[src/rtl/bus_select_reg.sv]
// bus_select_reg: registered N:1 bus select driven by one-hot out strobes.
// Define BUS_SELECT_CONFLICT_CHECK_EN to add the multi-driver flag and counter.
module bus_select_reg #(
  parameter int WIDTH = 32,
  parameter int N     = 32,
  parameter int SELW  = $clog2(N),
  parameter int CNTW  = 8
) (
  input  logic               clock,
  input  logic               clear,
  input  logic [N*WIDTH-1:0] src_data,
  input  logic [N-1:0]       src_out,
  input  logic               bus_en,
  input  logic               err_clr,
  output logic [WIDTH-1:0]   bus_out,
  output logic [SELW-1:0]    bus_sel,
  output logic               bus_valid,
  output logic               conflict,
  output logic [CNTW-1:0]    conflict_cnt
);

  logic             w_any;
  logic [SELW-1:0]  w_idx;
  logic [WIDTH-1:0] w_word;

  // Priority encoder: scanning high to low lets the lowest set bit win.
  always_comb begin
    w_any  = |src_out;
    w_idx  = '0;
    w_word = '0;
    for (int i = N - 1; i >= 0; i--) begin
      if (src_out[i]) begin
        w_idx  = SELW'(i);
        w_word = src_data[i*WIDTH +: WIDTH];
      end
    end
  end

  // Bus word, select and valid strobe; idle or disabled cycles hold the bus.
  always_ff @(posedge clock) begin
    if (clear) begin
      bus_out   <= '0;
      bus_sel   <= '0;
      bus_valid <= 1'b0;
    end else begin
      bus_valid <= 1'b0;
      if (bus_en && w_any) begin
        bus_out   <= w_word;
        bus_sel   <= w_idx;
        bus_valid <= 1'b1;
      end
    end
  end

`ifdef BUS_SELECT_CONFLICT_CHECK_EN
  logic w_multi;

  // More than one bit set: clearing the lowest set bit leaves something.
  assign w_multi = |(src_out & (src_out - N'(1)));

  // Sticky flag and saturating counter; a conflict beats a same-cycle clear.
  always_ff @(posedge clock) begin
    if (clear) begin
      conflict     <= 1'b0;
      conflict_cnt <= '0;
    end else if (bus_en && w_multi) begin
      conflict <= 1'b1;
      if (err_clr)
        conflict_cnt <= CNTW'(1);
      else if (conflict_cnt != {CNTW{1'b1}})
        conflict_cnt <= conflict_cnt + CNTW'(1);
    end else if (bus_en && err_clr) begin
      conflict     <= 1'b0;
      conflict_cnt <= '0;
    end
  end
`else
  logic w_unused_err_clr;

  assign w_unused_err_clr = err_clr;
  assign conflict         = 1'b0;
  assign conflict_cnt     = '0;
`endif

endmodule

[config.mk]
export PLATFORM = sky130hd
export DESIGN_NAME = bus_select_reg
export DESIGN_NICKNAME = d
export VERILOG_FILES = /design/src/rtl/bus_select_reg.sv
export SDC_FILE = /design/constraint.sdc
export NUM_CORES = 1
export LEC_CHECK = 0
export ABC_AREA = 1
export BUFFER_PORTS_ARGS = -buffer_cell sky130_fd_sc_hd__clkbuf_2
export CORE_AREA = 2 2 433 435
export DETAILED_ROUTE_END_ITERATION = 10
export DIE_AREA = 0 0 435 437
export GPL_ROUTABILITY_DRIVEN = 0
export HOLD_SLACK_MARGIN = 0.1
export PLACE_DENSITY = 0.33
export SYNTH_ARGS = -nofsm -noshare
export SYNTH_HDL_FRONTEND = slang
export SYNTH_SLANG_ARGS = --single-unit
[constraint.sdc]
create_clock -name clock -period 6.5 [get_ports clock]
set_clock_uncertainty 0.2 [all_clocks]
set_input_delay 1.3 -clock clock [delete_from_list [all_inputs] [get_ports clock]]
set_output_delay 1.3 -clock clock [all_outputs]
set_load 0.02 [all_outputs]
==> flow_summary.ini, run 1 <==
[critical_path]
cp-start-kind = input pin
critPathLaunch = src_out[28]
crit_family = simple AND/OR/NAND/NOR gates
end_kind = register
critPathBufInv = 3
arrival_ps = 5390
cpMostUsedCell = nand2_1
cp.required_ps = 6490
crit_type = in2reg
cp_slowest_cell = clkinv_1
rrSetupSlack_ps = 5570
regToRegEndpoint = bus_out[0]
crit_fanout = 39
cp_slowest_stage_delay_ps = 510
worstReg2RegStart = bus_out[0]
worst_r2r_path_depth = 4

[synth]
syn_area_per_cell_um2 = 5.63
ys_seq_area_share_pct = 6.51
syn_inst = 2073
synth_edf_count = 0
synth-seq-cells = 38
ys_types = 42
synthFlopType = dfxtp_1
ys_async_sr_fraction_pct = 0
yosys_warnings = 0
synth_area_mm2 = 0.0117

[route]
routed_wirelength_mm = 151
vias = 19854
drt_iter0_drc = 1823
avgRoutedWirePerCell_um = 27.1
drt-pass1-iter-count = 5
drcViolationCount = 0
ant_nets = 0
vias_per_cell = 3.57

[finish]
final_cell_mix = clkbuf_2 (1096), nand2_1 (802), nor2_1 (316)
layout_commonest_cell = clkbuf_2
fillCellCount = 22288
syn2layout_area_growth_pct = 67.1
layout-drive-gt1-share_pct = 44.6
regArea_um2 = 761
nets = 4131
layoutNonFillerInstCount = 5563
multiInputGateArea_mm2 = 0.00911

[run_status]
outcome = completed

[placement]
place_inst = 5544
dp_hpwl_mm = 137
port_buffers = 1096

[clock_tree]
postCtsSetupBuffers = 0
hold_buffers = 0
clk_latency_ps = 290
ctsResizeCount = 0
clkSinkCount = 38
path_clk_slew_ps = 70
cts_root_buf = clkbuf_16
cts_inserted_buffers = 5
cts_max_level = 2
cts_buffer_depth = 2
cts_tree = built

[floorplan]
dieArea_mm2 = 0.190
io_pins = 1107
core_area_mm2 = 0.185
die_width_um = 435
start_util_pct = 6.31
rows = 158
die_height_um = 437

[pwr]
ir_drop_mv = 0.119
p_leak_nw = 9.44
power_density_mw_per_mm2 = 97.7

[sta]
fmax_mhz = 185
min_period_over_period_pct = 83.1
worstMarginPinSlew_ps = 1260
rsz0062_at_grt = false
setup_tns_ps = 0
maxSlewHeadroom_pct = 15.9
fin_crit_ps = 5400
final_max_slew_viol_count = 0
setup_viol = 0
final_hold_viol_count = 0

[grt]
antenna_found_initial = 85
grt_pass1_vias = 19047
grt_max_degree = 58
grt-busiest-layer = met2
use_met1_pct = 18.1
grtUsageMet2_pct = 27.1
grt_first_pass_wirelength_mm = 190
grt.total_usage_pct = 15.0
met3_usage_pct = 3.86
grt_overflow = 0

[worst_hold_path]
min_to = bus_sel[4]
hold_path_depth = 2
hold_path.class = reg2reg
min_from = bus_sel[4]

[job]
drv_cap = 0
synthesized netlist by cell type (12+ instances only):
master	number	area, um2
clkbuf_8	53	729
inv_1	68	255
a21oi_1	175	876
nor2_1	318	1190
dlygate4sd1_1	12	105
o21ai_0	28	140
or2_2	29	181
dfxtp_1	38	761
nand3_1	43	215
a221oi_1	157	1380
o21ai_1	17	85.1
buf_2	27	135
buf_4	15	113
o21bai_1	23	173
nand2_1	803	3010
a21oi_2	16	140
clkbuf_1	47	176
o221a_2	123	1390
kinds of logic after synthesis:
group | count (synthesis) | synth area share [%]
buffers and inverters | 266 | 16.0
flip-flops | 38 | 6.51
AND/OR/NAND/NOR | 1213 | 40.7
AO/OA/AOI/OAI | 555 | 36.8
other | 1 | 0.0321
layout make-up:
cell class | instances | area share [%]
repair buffers | 1163 | 30.7
clock buffers | 5 | 0.641
multi-input cells | 1777 | 46.7
flip-flops and latches | 38 | 3.90
well taps | 2480 | 15.9
inverters | 86 | 1.69
clock inverters | 3 | 0.353
diodes | 11 | 0.141
worst max path at each step:
| stage | to | slack [ps] | depth (start not counted) |
|---|---|---|---|
| 4_1_cts | bus_out[8] | 1020 | 14 |
| 2_1_floorplan | bus_out[7] | 3330 | 14 |
| 5_1_grt | bus_out[6] | 810 | 25 |
| 3_3_place_gp | bus_out[8] | 690 | 14 |
| 3_5_place_dp | bus_out[8] | 730 | 14 |
| 6_report | bus_out[20] | 1100 | 26 |
power breakdown:
group,switching [W],internal [W]
logic,0.000816,0.000478
clock network,0.000127,0.000222
registers,0.0000110,0.000251
worst register-to-register path: stages (launching register included):
cell     delay (ps)
dfxtp_1         370
nand2_1          60
nand2_1          70
inv_1            40
a21oi_1         120
flip-flops by register name, indices dropped and copies added (netlist names):
register / flops
bus_out: 32
bus_sel: 5
bus_valid: 1
metrics by stage:
step | total power (W) | instance area (um2) | setup WS, ps | hold slack (ps) | utilization (%)
floorplan | 0.000837 | 11700 | 3330 | 319 | -
global placement | 0.00157 | 19300 | 690 | 242 | 10.4
detailed placement | 0.00157 | 19300 | 733 | 246 | 10.4
CTS | 0.00194 | 19500 | 1020 | 257 | 10.5
global route | 0.00203 | 19500 | 807 | 281 | 10.5
finish | 0.00191 | 19500 | 1100 | 250 | 10.5
metal layers:
metal / share of wire, % / vias to the layer above
li1: - / 9153
met5: 0.25 / -
met2: 51 / 995
met1: 40 / 9477
met4: 1.5 / 62
met3: 8.0 / 167
Note: power is estimated with default switching activity, not from simulation.
==> run 2, diff against run 1 <==
CORE_AREA = 2 2 434 436   (was 2 2 433 435)
DIE_AREA = 0 0 436 438   (was 0 0 435 437)
PLACE_DENSITY = 0.34   (was 0.33)
clock period = 4.9 ns   (was 6.5 ns; I/O delays follow)
==> run 2 against run 1 <==
Against the previous run: first-iteration DRC count is 20% higher; sequential power is 32% higher; sequential cell count did not move; total power increased by 40%; routed wire length is 3.1% higher; critical path depth is 1 lower; global-route usage up 0.32 points; final area grew 4.4%; worst setup slack got worse by 860 ps; via count rose by 3.1%; combinational power up 42%; count of clock-buffer cells in the layout unchanged; largest cell class unchanged.
==> flow_summary.ini, run 2 (same netlist as run 1, synthesis figures left out) <==
[run_status]
outcome = completed

[sta]
fin_crit_ps = 4660
setup_viol = 0
maxSlewHeadroom_pct = 24.9
final_max_slew_viol_count = 0
rsz0062_at_grt = false
fmax_mhz = 215
worstMarginPinSlew_ps = 1130
final_hold_viol_count = 0
min_period_over_period_pct = 95.1
fin_ws_ps = 238

[worst_hold_path]
hold_path_depth = 2
hold_path.class = reg2reg
min_from = bus_sel[4]
min_to = bus_sel[4]

[finish]
syn2layout_area_growth_pct = 74.4
final_area_mm2 = 0.0204
multiInputGateArea_mm2 = 0.00910
layout_commonest_cell = clkbuf_2
layoutNonFillerInstCount = 5667
layout-drive-gt1-share_pct = 45.9
reg.largest.list = bus_out x32, bus_sel x5, bus_valid x1
largest_register_ffs = 32
regArea_um2 = 761
fillCellCount = 22368
final_cell_mix = clkbuf_2 (1096), nand2_1 (802), nor2_1 (316)
nets = 4202
top_register = bus_out

[grt]
grt_max_degree = 53
grt_pass1_vias = 19364
antenna_found_initial = 106
grt_first_pass_wirelength_mm = 193
grt.total_usage_pct = 15.3
grt_overflow = 0

[clock_tree]
cts_root_buf = clkbuf_16
cts_inserted_buffers = 5
hold_buffers = 0
clkSinkCount = 38
cts_tree = built
cts_buffer_depth = 2
cts_max_level = 2
clk_latency_ps = 330
path_clk_slew_ps = 80

[critical_path]
cp.required_ps = 4890
rrSetupSlack_ps = 3980
critPathLaunch = src_out[29]
arrival_ps = 4650
end_kind = register
cp_slowest_stage_delay_ps = 580
cp_slowest_cell = o21ai_1
cp-start-kind = input pin
worst_r2r_path_depth = 4
crit_fanout = 7
crit_type = in2reg
cpMostUsedCell = nand2_1
regToRegEndpoint = bus_out[27]
worstReg2RegStart = bus_out[27]

[placement]
dp_hpwl_mm = 141
place_worst_setup_slack_ps = -250
place_inst = 5630
port_buffers = 1096
place_area_mm2 = 0.0201

[floorplan]
start_util_pct = 6.26
io_pins = 1107
core_area_mm2 = 0.187
dieArea_mm2 = 0.191
die_width_um = 436
die_height_um = 438
rows = 159

[route]
ant_nets = 0
drt-pass1-iter-count = 6
vias = 20476
vias_per_cell = 3.61
avgRoutedWirePerCell_um = 27.5
routed_wirelength_mm = 156
drt_iter0_drc = 2187
drcViolationCount = 0

[pwr]
ir_drop_mv = 0.129
power_w = 0.00266
p_leak_nw = 9.89
power_density_mw_per_mm2 = 131

[job]
drv_cap = 0
run 2: worst max-delay path, delay by kind of cell:
kind                   cells  cell delay, ps
buffers and inverters      3             730
AO/OA/AOI/OAI              3             890
AND/OR/NAND/NOR           19            2030
run 2: repair_timing:
action	CTS	global route
buffers inserted	0	0
resized for setup	0	1
setup endpoints to repair	0	1
run 2: per-layer routing:
layer | global-route usage (%) | up-vias | share of wire, %
met3 | 5.44 | 210 | 10
met4 | 2.32 | 68 | 1.5
met5 | 0 | - | 0.28
li1 | - | 9329 | -
met1 | 17.2 | 9737 | 37
met2 | 28.1 | 1132 | 51
run 2: final cells by class:
cell class,count,area share (%)
tap,2495,15.3
sequential,38,3.74
clock inverter,3,0.338
antenna,29,0.356
timing repair buffer,1234,33.3
clock buffer,5,0.614
multi-input combinational,1777,44.7
inverter,86,1.62
run 2: how the worst max path moves through the flow:
stage | endpoint | slack (ps) | cells past startpoint
floorplan | bus_out[7] | 2050 | 14
global placement | bus_out[30] | -260 | 25
detailed placement | bus_out[30] | -250 | 25
CTS | bus_out[30] | 80 | 25
global route | bus_out[2] | 4 | 23
finish | bus_out[30] | 240 | 25
run 2: power breakdown:
group | switching (W) | leakage [nW] | total [W] | internal [W]
Sequential | 0.0000136 | 0.315 | 0.000347 | 0.000333
Clock | 0.000197 | 0.0942 | 0.000491 | 0.000295
Combinational | 0.00113 | 9.48 | 0.00183 | 0.000699
Total | 0.00134 | 9.89 | 0.00266 | 0.00133
run 2: per-stage QoR:
stage | utilization (%) | hold slack, ps | TNS, ps
after global routing | 10.9 | 278 | 0
after CTS | 10.9 | 249 | 0
after detailed placement | 10.8 | 235 | -668
after floorplan | - | 319 | 0
final | 10.9 | 245 | 0
after global placement | 10.8 | 236 | -756
